File: src/rtl/led_pkg.sv
// Shared types and default timing for the LED pulse stretcher.
package led_pkg;

  // Per-channel flash state; 2'd3 is unused and falls back to IDLE.
  typedef enum logic [1:0] {
    IDLE = 2'd0,
    ON   = 2'd1,
    GAP  = 2'd2
  } led_state_t;

  // Board defaults: 1 ms sample tick at 125 MHz, 50 ms flash, 25 ms dark gap.
  localparam int DEF_WIDTH            = 4;
  localparam int DEF_SAMPLE_COUNT_MAX = 125000;
  localparam int DEF_ON_COUNT         = 50;
  localparam int DEF_OFF_COUNT        = 25;
  localparam int DEF_PEND_W           = 2;

  // Larger of two integers, used to size the shared phase counter.
  function automatic int max_int(input int a, input int b);
    if (a > b) begin
      return a;
    end else begin
      return b;
    end
  endfunction

endpackage

File: src/rtl/sample_tick_gen.sv
// Free-running divider producing a one-cycle tick every SAMPLE_COUNT_MAX clocks.
module sample_tick_gen
  import led_pkg::*;
#(
  parameter int SAMPLE_COUNT_MAX = DEF_SAMPLE_COUNT_MAX
) (
  input  logic clk,
  input  logic rst_n,
  output logic tick
);

  localparam int CW = (SAMPLE_COUNT_MAX > 1) ? $clog2(SAMPLE_COUNT_MAX) : 1;
  localparam logic [CW-1:0] LAST = CW'(SAMPLE_COUNT_MAX - 1);

  logic [CW-1:0] cnt_r;
  logic          at_last_s;

  // The tick is high for exactly the cycle in which the counter sits on its last value.
  assign at_last_s = (cnt_r == LAST);
  assign tick      = at_last_s;

  // Count 0..SAMPLE_COUNT_MAX-1 and wrap; a divide-by-one stays at zero and ticks every cycle.
  always_ff @(posedge clk or negedge rst_n) begin
    if (!rst_n) begin
      cnt_r <= '0;
    end else if (at_last_s) begin
      cnt_r <= '0;
    end else begin
      cnt_r <= cnt_r + CW'(1);
    end
  end

endmodule

File: src/rtl/led_pulse_stretcher.sv
// Stretches single-cycle event pulses into visible LED flashes with a dark gap,
// queueing events that arrive while a channel is busy.
module led_pulse_stretcher
  import led_pkg::*;
#(
  parameter int WIDTH            = DEF_WIDTH,
  parameter int SAMPLE_COUNT_MAX = DEF_SAMPLE_COUNT_MAX,
  parameter int ON_COUNT         = DEF_ON_COUNT,
  parameter int OFF_COUNT        = DEF_OFF_COUNT,
  parameter int PEND_W           = DEF_PEND_W
) (
  input  logic             clk,
  input  logic             rst_n,
  input  logic [WIDTH-1:0] pulse_in,
  input  logic             clr,
  output logic [WIDTH-1:0] led_out,
  output logic [WIDTH-1:0] busy,
  output logic [WIDTH-1:0] overflow
);

  localparam int CNT_MAX = max_int(ON_COUNT, OFF_COUNT);
  localparam int CNT_W   = $clog2(CNT_MAX + 1);
  localparam logic [CNT_W-1:0]  ON_LAST  = CNT_W'(ON_COUNT - 1);
  localparam logic [CNT_W-1:0]  OFF_LAST = CNT_W'(OFF_COUNT - 1);
  localparam logic [PEND_W-1:0] PEND_SAT = {PEND_W{1'b1}};

  logic tick_s;

  sample_tick_gen #(
    .SAMPLE_COUNT_MAX(SAMPLE_COUNT_MAX)
  ) u_tick (
    .clk  (clk),
    .rst_n(rst_n),
    .tick (tick_s)
  );

  for (genvar i = 0; i < WIDTH; i++) begin : g_ch
    led_state_t        state_r, state_s;
    logic [CNT_W-1:0]  cnt_r, cnt_s;
    logic [PEND_W-1:0] pend_r, pend_s;
    logic              ovf_r, ovf_s;
    logic              led_r, busy_r;

    // Next-state, phase count, pending queue and sticky overflow for one channel.
    always_comb begin
      state_s = state_r;
      cnt_s   = cnt_r;
      pend_s  = pend_r;
      ovf_s   = ovf_r;
      if (clr) begin
        state_s = IDLE;
        cnt_s   = '0;
        pend_s  = '0;
        ovf_s   = 1'b0;
      end else begin
        case (state_r)
          IDLE: begin
            if (pulse_in[i]) begin
              state_s = ON;
              cnt_s   = '0;
            end else begin
              state_s = IDLE;
            end
          end
          ON: begin
            if (tick_s) begin
              if (cnt_r == ON_LAST) begin
                state_s = GAP;
                cnt_s   = '0;
              end else begin
                cnt_s = cnt_r + CNT_W'(1);
              end
            end else begin
              cnt_s = cnt_r;
            end
            if (pulse_in[i]) begin
              if (pend_r == PEND_SAT) begin
                ovf_s = 1'b1;
              end else begin
                pend_s = pend_r + PEND_W'(1);
              end
            end else begin
              pend_s = pend_r;
            end
          end
          GAP: begin
            if (tick_s && (cnt_r == OFF_LAST)) begin
              // A new event on the exit edge replaces the dequeue, so pend is untouched.
              cnt_s = '0;
              if (pulse_in[i]) begin
                state_s = ON;
                pend_s  = pend_r;
              end else if (pend_r != '0) begin
                state_s = ON;
                pend_s  = pend_r - PEND_W'(1);
              end else begin
                state_s = IDLE;
              end
            end else begin
              if (tick_s) begin
                cnt_s = cnt_r + CNT_W'(1);
              end else begin
                cnt_s = cnt_r;
              end
              if (pulse_in[i]) begin
                if (pend_r == PEND_SAT) begin
                  ovf_s = 1'b1;
                end else begin
                  pend_s = pend_r + PEND_W'(1);
                end
              end else begin
                pend_s = pend_r;
              end
            end
          end
          default: begin
            state_s = IDLE;
            cnt_s   = '0;
            pend_s  = '0;
          end
        endcase
      end
    end

    // Channel state plus outputs registered from the post-edge state.
    always_ff @(posedge clk or negedge rst_n) begin
      if (!rst_n) begin
        state_r <= IDLE;
        cnt_r   <= '0;
        pend_r  <= '0;
        ovf_r   <= 1'b0;
        led_r   <= 1'b0;
        busy_r  <= 1'b0;
      end else begin
        state_r <= state_s;
        cnt_r   <= cnt_s;
        pend_r  <= pend_s;
        ovf_r   <= ovf_s;
        led_r   <= (state_s == ON);
        busy_r  <= (state_s != IDLE);
      end
    end

    assign led_out[i]  = led_r;
    assign busy[i]     = busy_r;
    assign overflow[i] = ovf_r;
  end

endmodule

File: config.mk
export PLATFORM = sky130hd
export DESIGN_NAME = led_pulse_stretcher
export DESIGN_NICKNAME = d
export VERILOG_FILES = /design/src/rtl/led_pkg.sv /design/src/rtl/sample_tick_gen.sv /design/src/rtl/led_pulse_stretcher.sv
export SDC_FILE = /design/constraint.sdc
export NUM_CORES = 1
export LEC_CHECK = 0
export CORE_MARGIN = 2
export CORE_UTILIZATION = 56
export DETAILED_ROUTE_END_ITERATION = 7
export PLACE_DENSITY = 0.77
export SYNTH_ARGS = -nofsm -noshare
export SYNTH_HDL_FRONTEND = slang
export SYNTH_SLANG_ARGS = --single-unit
File: constraint.sdc
create_clock -name clk -period 2.6 [get_ports clk]
set_input_delay 0.52 -clock clk [delete_from_list [all_inputs] [get_ports clk]]
set_output_delay 0.52 -clock clk [all_outputs]
set_load 0.01 [all_outputs]
======== Word level (Yosys, flattened, before mapping) ========
Cells that the tools add are included.
Widths: inputs -> output; s select.
storage, ports and cells
  word-level logic and storage cells ...... 232
  input bits .............................. 7
  RAM bits ................................ 0
  ROM bits ................................ 0
  memories kept ........................... 0
  bits in latches ......................... 0
  output and inout bits ................... 12
  register bits ........................... 69
operators by class
  multiplexer cells ....................... 109
  multiply operators ...................... 0
  bitwise logic cells ..................... 0
  divide/modulo/power cells ............... 0
  magnitude comparators ................... 0
  add/subtract/negate cells ............... 13
  shift operators ......................... 0
  equality and inequality tests ........... 53
  reduce and logical (&&, ||, !) cells .... 32
operator list
  kind                   number
  $mux 6                 24
  $mux 2                 40
  $pmux 6 s3             4
  $ne 4x4->1 const B     12
  $pmux 2 s3             8
  $ne 3x3->1 const B     12
  $mux 1                 28
  $add 6x1->6 const B    4
  $eq 6x5->1 const B     4
  $eq 6x6->1 const B     4
  $reduce_and 3->1       8
  $add 17x1->17 const B  1
  $eq 17x17->1 const B   1
  $mux 17                1
  $eq 2x1->1 const B     8
  $eq 2x2->1 const B     8
  $reduce_bool 2->1      8
  $reduce_bool 3->1      4
  $add 2x1->2 const B    4
  $logic_not 2->1        4
  $ne 2x2->1 const B     4
  $pmux 1 s2             4
  $reduce_and 2->1       4
  $sub 2x1->2 const B    4
  $logic_and 1x1->1      4

======== Longest topological paths before layout ========
Gate-level depths: netlist (run 1).
  depth in word-level cells ............... 7
  depth in mapped cells ................... 10
  gate-level depth less buffers ........... 8

======== Hierarchy ========
A second synthesis (run 1) with hierarchy kept.
second synthesis, totals
  cell total of the unflattened synthesis .. 519
  area, all modules ....................... 4,677.0 sq um
modules (own cells, without submodules)
  module               area an instance (sq um)  cells each  sequential area each (sq um)  instances
  led_pulse_stretcher  3,833.7                   443         1,301.2                       1
  sample_tick_gen      843.3                     76          425.4                         1

======== Least setup slack after synthesis (run 1) ========
OpenSTA, ideal clock, no wires.
  kind .................................... register to register
  from .................................... reg u_tick.cnt_r[0]
  to ...................................... reg g_ch[0].pend_r[0]
  buffers on the path ..................... 1
  arrival time ............................ 2.386 ns
  period minus slack after synthesis ...... 2.506 ns
  cell stages (with the launch flop) ...... 9
  setup time .............................. 0.120 ns
  slack ................................... 0.094 ns
  data required time ...................... 2.480 ns
  cell sequence ........................... dfrtp_1 ha_1 or4b_4 nor4_4 buf_6 nand2_1 mux2i_1 a221o_1 a31o_2
between the ends
  longest elaborated chain between the ends .. 5
  elaborated cells between the ends (all ways) .. 8
  those cells by class .................... eq/ne: 3; mux: 3; reduce/logical: 2
RTL lines
  item                    line                        text
  from (decl)             sample_tick_gen.sv:15       logic [CW-1:0] cnt_r;
  from (signal assigned)  sample_tick_gen.sv:29       cnt_r <= cnt_r + CW'(1);
  $eq 17x17->1 *          sample_tick_gen.sv:19       assign at_last_s = (cnt_r == LAST);
  $logic_and 1x1->1 *     led_pulse_stretcher.sv:87   if (tick_s && (cnt_r == OFF_LAST)) begin
  $mux 2                  led_pulse_stretcher.sv:87
  $pmux 2 s3              led_pulse_stretcher.sv:56   case (state_r)
  $mux 2                  led_pulse_stretcher.sv:50   if (clr) begin
  to (signal assigned)    led_pulse_stretcher.sv:137  pend_r <= pend_s;
  to (decl)               led_pulse_stretcher.sv:40   logic [PEND_W-1:0] pend_r, pend_s;
Every way passes the cells marked *; elsewhere a longest branch is shown, timed or not.
A chain may end at the register's enable or synchronous reset.

======== Final worst setup path (run 1) ========
  from .................................... reg u_tick.cnt_r[1]
  to ...................................... reg g_ch[2].cnt_r[3]
between the ends
  longest elaborated chain between the ends .. 5
  elaborated cells between the ends (all ways) .. 8
  those cells by class .................... eq/ne: 3; mux: 3; reduce/logical: 2
RTL lines
  item                  line                        text
  $eq 17x17->1 *        sample_tick_gen.sv:19
  $logic_and 1x1->1     led_pulse_stretcher.sv:87
  $mux 6                led_pulse_stretcher.sv:87
  $pmux 6 s3            led_pulse_stretcher.sv:56
  $mux 6                led_pulse_stretcher.sv:50
  to (signal assigned)  led_pulse_stretcher.sv:136  cnt_r <= cnt_s;
  to (decl)             led_pulse_stretcher.sv:39   logic [CNT_W-1:0] cnt_r, cnt_s;
Marks and branches as above.

==> results of run 1 <==
[layer usage]
metal / GRT usage (%) / up-vias
met5: 0 / -
met4: 8.45 / 0
met3: 3.19 / 12
met2: 39.5 / 69
met1: 30.0 / 1847
li1: - / 1873
[state kept, by name, summed over array words and instances (netlist names)]
register      cells
g_ch.busy_r       4
g_ch.cnt_r       24
g_ch.led_r        4
g_ch.ovf_r        4
g_ch.pend_r       8
g_ch.state_r      8
u_tick.cnt_r     17
[layout make-up]
type / count / area (sq um) / share of cell area [%]
inverters: 40 / 150 / 2.85
clock inverters: 7 / 146 / 2.78
clock buffers: 9 / 124 / 2.35
flip-flops and latches: 69 / 1730 / 32.8
multi-input cells: 385 / 2590 / 49.2
well taps: 105 / 131 / 2.49
repair buffers: 43 / 400 / 7.60
[synth_stat cells (2+ instances only)]
cell type | count | share of area, %
mux2_2 | 2 | 0.49
or4_1 | 2 | 0.33
inv_1 | 40 | 3.3
mux2i_1 | 4 | 0.87
o21bai_1 | 2 | 0.33
xor2_1 | 7 | 1.3
a31o_2 | 4 | 0.76
nor2b_1 | 4 | 0.54
o21a_1 | 3 | 0.49
clkbuf_1 | 8 | 0.65
o211ai_1 | 3 | 0.49
o21ai_1 | 2 | 0.22
a211oi_1 | 7 | 1.1
a21oi_1 | 26 | 2.8
o22ai_1 | 6 | 0.81
nor2_1 | 43 | 3.5
nand2_1 | 53 | 4.3
and3_1 | 7 | 0.95
a21bo_2 | 2 | 0.43
buf_4 | 14 | 2.3
a21boi_1 | 2 | 0.33
nand4_1 | 6 | 0.81
nand2b_1 | 19 | 2.6
nand4b_1 | 3 | 0.57
o22a_1 | 3 | 0.57
nor3_1 | 20 | 2.2
dfrtp_1 | 69 | 37
or2_2 | 2 | 0.27
o21ai_0 | 24 | 2.6
ha_1 | 45 | 12
a31oi_1 | 7 | 0.95
nand3_1 | 19 | 2.1
nand3b_1 | 3 | 0.49
a22o_1 | 5 | 0.95
o31ai_1 | 4 | 0.65
xnor2_1 | 8 | 1.5
a21o_1 | 7 | 1.1
and2_1 | 3 | 0.41
o2111ai_1 | 2 | 0.38
[cell usage in the layout (no fill, tap or decap), types with 3 or more instances in the layout]
master           count
xor2_1               7
dfrtp_1             69
nand2b_1            19
nor3_1              20
buf_4               22
o211ai_1             3
o21a_1               3
and3_1               7
o31ai_1              4
o22a_1               3
a211oi_1             7
o22ai_1              6
a31o_2               4
nand3_1             19
nor2_1              43
clkbuf_8             9
a22o_1               5
inv_1               40
xnor2_1              8
nand2_1             53
ha_1                45
nand4_1              6
and2_1               3
buf_12               3
o21ai_0             24
a31oi_1              7
bufinv_16            4
a21oi_1             26
nor2b_1              4
a21o_1               7
nand3b_1             3
clkdlybuf4s50_1     17
mux2i_1              4
nand4b_1             3
[worst max-delay path: stages, from the launching register on]
cell and delay [ns]:
dfrtp_1 0.36, ha_1 0.16, or4b_4 0.50, nor4_4 0.25, buf_4 0.20, buf_4 0.12, a21bo_2 0.15, a21o_1 0.23
o21ai_0 0.12, a22o_1 0.24
[report_power, final]
| part | internal (W) | switching [W] | leakage, nW | total [W] |
|---|---|---|---|---|
| clock | 0.000741 | 0.000451 | 0.134 | 0.00119 |
| sequential | 0.00108 | 0.00000929 | 0.940 | 0.00109 |
| combinational | 0.0000811 | 0.000117 | 1.25 | 0.000198 |
| total | 0.00191 | 0.000577 | 2.33 | 0.00248 |
[through the flow]
stage | instances | area (sq um) | util [%] | setup slack (ns)
after CTS | 656 | 5250 | 64.9 | 0.0643
after detailed placement | 640 | 4980 | 61.6 | -0.00563
after global placement | 640 | 4980 | 61.6 | 0.0930
after floorplan | 517 | 4610 | - | 0.0937
after global routing | 658 | 5270 | 65.1 | 0.000434
final | 658 | 5270 | 65.1 | 0.156
[worst min-delay path by stage]
stage	from	to	slack (ns)	cells after the start
2_1_floorplan	rst_n	g_ch[0].busy_r	0.22	0
3_3_place_gp	g_ch[1].ovf_r	g_ch[1].ovf_r	0.48	2
3_5_place_dp	g_ch[3].ovf_r	g_ch[3].ovf_r	0.49	2
4_1_cts	rst_n	g_ch[1].cnt_r[5]	0.20	2
5_1_grt	rst_n	g_ch[3].cnt_r[0]	0.23	2
6_report	rst_n	g_ch[0].pend_r[1]	0.16	2
[what timing repair did]
action	4_1_cts	5_1_grt
pin swaps	1	1
gates resized for setup	0	1
gates cloned	0	0
buffers inserted	0	2
endpoints found under the setup margin	1	15
[kinds of logic after synthesis]
logic type      synth area share, %
xor+xnor                       2.85
fa+ha+maj                      12.2
compound gates                 17.2
flops                          37.4
mux                            1.36
simple gates                   22.5
buf+inv                        6.43
==> out/metrics.yaml, run 1 <==
wl_met1_um: 4510
vdd_drop_max_mv: 0.263
fin_nets: 600
cts_tree: "yes"
die_h_um: 94.8
grt_pass1_wl_um: 16700
grt_usage_pct: 23.2
end_kind: "register"
die_area_sq_mm: 0.00898
hp-class: "input port to asynchronous set/reset pin"
initial_utilization_pct: 57.0
viasPerCell: 5.78
cts_buffers: 9
drv_cap: 0
drive_above_1_share_pct: 10.8
synth.avg_cell_area_sq_um: 8.92
worstSkewPairLatency_ns: 0.34
fill_cells: 659
yosysWarnings: 0
reg2reg_depth: 9
overflow: 0
clk_pin_slew_ns: 0.08
finalSetupViolations: 0
synth-seq-cells: 69
power.total_w: 0.00248
diodes: 0
grt_max_degree: 70
rsz0062_at_grt: "no"
cp.required_ns: 2.82
clock_skew_ns: 0.0146
postSynth.asyncResetShare_pct: 100
wl_met2_um: 4810
critPathCapture: "g_ch[2].cnt_r[3]"
wl_met3_um: 267
clockBufferDepth: 2
dp_hpwl_um: 6790
fin_crit_sh_pct: 94.0
antenna_found_initial: 0
tns_ns: 0
htree_levels: 3
path_class: "register to register"
post_drt_wl_per_cell_um: 14.8
slew_headroom_pct: 59.2
core-area_sq_mm: 0.00809
drc: 0
netlist_instances: 517
cts_root_buffer: "clkbuf_8"
seq_area_frac_synth_pct: 37.4
grt_pass1_vias: 3720
reg2reg_to: "g_ch[2].cnt_r[3]"
fmax_mhz: 409
finalCriticalPeriod_ns: 2.44
r2r-start: "u_tick.cnt_r[1]"
hold_violations: 0
first_pass_iters: 4
worstPathMaxFanout: 7
tightest_slew_ns: 0.604
synth_flop_cell: "dfrtp_1"
rows: 33
synthesis.nets: 569
whs_ns: 0.162
status: "completed"
rrSetupSlack_ns: 0.16
top_layer: "met4"
gp_congestion: 0.891
power_leakage_nw: 2.33
first_iter_violations: 176
cp-startpoint: "u_tick.cnt_r[1]"
hold_buffers: 0
syn_area_sq_mm: 0.00461
area.growth.synth_to_final_pct: 14.3
portBuffers: 18
critPathLaunchType: "register"
p_per_area_mw_per_mm2: 471
synth_edf_count: 0
num_vias: 3801
ant_nets: 0
drt_wl_total_um: 9710
slew_viol_final: 0
clock-sinks: 69
arrival_ns: 2.67
ys_types: 66
pin_count: 19
die-width_um: 94.8
Note: power is estimated with default switching activity, not from simulation.
==> run 2: changes to the inputs <==
--- a/config.mk
+++ b/config.mk
@@ -6,9 +6,8 @@
 export NUM_CORES = 1
 export LEC_CHECK = 0
 export CORE_MARGIN = 2
-export CORE_UTILIZATION = 56
+export CORE_UTILIZATION = 40
 export DETAILED_ROUTE_END_ITERATION = 7
-export PLACE_DENSITY = 0.77
 export SYNTH_ARGS = -nofsm -noshare
 export SYNTH_HDL_FRONTEND = slang
 export SYNTH_SLANG_ARGS = --single-unit
==> out/metrics.yaml, run 2 (synthesis results as in run 1) <==
drv_cap: 0
hold_buffers: 0
grt_pass1_vias: 3710
grt_max_degree: 70
portBuffers: 18
die-width_um: 111
clockBufferDepth: 2
finalCriticalPeriod_ns: 2.45
cts_tree: "yes"
antenna_found_initial: 0
switching_share_pct: 23.4
largestRegisters: "g_ch.cnt_r: 24 flops, u_tick.cnt_r: 17 flops"
die_h_um: 111
path_class: "register to register"
die_area_sq_mm: 0.0124
fin_crit_sh_pct: 94.1
finalSetupViolations: 0
clock_skew_ns: 0.00496
viasPerCell: 5.33
area.growth.synth_to_final_pct: 15.8
p_per_area_mw_per_mm2: 479
ant_nets: 0
diodes: 0
clk_pin_slew_ns: 0.06
hold_violations: 0
core-area_sq_mm: 0.0113
pwr-share-seq_pct: 42.8
layout_common_cells: "dfrtp_1, nand2_1, ha_1"
status: "completed"
cp-startpoint: "u_tick.cnt_r[11]"
worstSkewPairLatency_ns: 0.34
slew_headroom_pct: 59.6
drc: 0
num_vias: 3699
overflow: 0
power_frac_comb_pct: 7.6
fin_area_sq_mm: 0.00534
r2r-start: "u_tick.cnt_r[11]"
fmax_mhz: 409
clock-sinks: 69
dp.cells: 677
initial_utilization_pct: 40.7
p_sw_w: 0.000599
arrival_ns: 2.67
rows: 39
drt_wl_total_um: 9910
placed_cell_area_sq_mm: 0.00501
vdd_drop_max_mv: 0.303
fin_nets: 598
power_leakage_nw: 2.33
p_int_w: 0.00196
grt_pass1_wl_um: 17400
critPathCapture: "g_ch[2].cnt_r[5]"
cts_root_buffer: "clkbuf_16"
htree_levels: 3
first_pass_iters: 4
drive_above_1_share_pct: 10.7
final_common_cell: "dfrtp_1"
hp-class: "input port to asynchronous set/reset pin"
cts_buffers: 9
end_kind: "register"
tightest_slew_ns: 0.598
largest_reg_flops: 24
reg2reg_depth: 8
utilization_pct: 47.2
grt_usage_pct: 17.1
critPathLaunchType: "register"
dp_hpwl_um: 7070
rrSetupSlack_ns: 0.15
gp_congestion: 0.866
slew_viol_final: 0
pin_count: 19
worstPathMaxFanout: 7
first_iter_violations: 222
post_drt_wl_per_cell_um: 14.3
cp.required_ns: 2.83
power.total_w: 0.00256
largest_register: "g_ch.cnt_r"
fin_cells: 694
reg2reg_to: "g_ch[2].cnt_r[5]"
pwr-share-clk_pct: 49.5
[run 2: cell types whose count changed in the layout (fill, tap and decap cells not counted), sizes merged]
cell	before	now
inv	41	40
buf	26	24
clkbuf	9	11
clkinvlp	0	2
bufinv	4	1
[run 2: timing repair]
item / 4_1_cts / 5_1_grt
resized for setup: 0 / 3
setup buffers: 0 / 1
setup endpoints to repair: 0 / 12
[run 2: worst min path at each step]
stage               depth (start not counted)        startpoint  slack (ns)                 end
finish                                      2             rst_n        0.21  g_ch[0].state_r[0]
global route                                2             rst_n        0.25  g_ch[0].state_r[0]
CTS                                         2             rst_n        0.22  g_ch[0].state_r[0]
detailed placement                          2     g_ch[1].ovf_r        0.49       g_ch[1].ovf_r
global placement                            1  u_tick.cnt_r[12]        0.49    u_tick.cnt_r[12]
floorplan                                   0             rst_n        0.22      g_ch[0].busy_r
[run 2: worst max-delay path, cell delays in order (launching register included)]
cell and delay, ns:
dfrtp_1 0.42, or4bb_4 0.58, nor4_4 0.30, buf_4 0.18
buf_4 0.13, a21bo_2 0.13, a21o_1 0.23, o21ai_0 0.12
a22o_1 0.24
[run 2: power by group through the flow]
stage | logic (W) | registers (W) | clock network (W)
6_report | 0.000196 | 0.00110 | 0.00127
5_1_grt | 0.000222 | 0.00110 | 0.00135
4_1_cts | 0.000198 | 0.00110 | 0.00131
3_5_place_dp | 0.000197 | 0.00112 | 0
3_3_place_gp | 0.000194 | 0.00111 | 0
2_1_floorplan | 0.000121 | 0.00111 | 0
[run 2: through the flow]
| step | setup TNS, ns | hold WS [ns] | worst slack, ns |
|---|---|---|---|
| final | 0 | 0.210 | 0.153 |
| after floorplan | 0 | 0.224 | 0.0937 |
| after global placement | 0 | 0.495 | 0.144 |
| after CTS | 0 | 0.218 | 0.0333 |
| after detailed placement | 0 | 0.488 | 0.0847 |
| after global routing | -0.00159 | 0.247 | -0.00159 |
[run 2: layout make-up]
class / instances / area [sq um]
clock buffers: 11 / 253
clock inverters: 5 / 58.8
fillers: 1099 / 5980
inverters: 40 / 150
multi-input cells: 385 / 2600
flip-flops and latches: 69 / 1730
well taps: 143 / 179
repair buffers: 41 / 377
[run 2: layer usage]
metal	track usage, %	vias up	wire length (um)
met5	0	-	0
met4	7.41	0	167
met3	3.10	13	239
met2	27.5	46	4570
met1	22.8	1772	4930
li1	-	1868	-
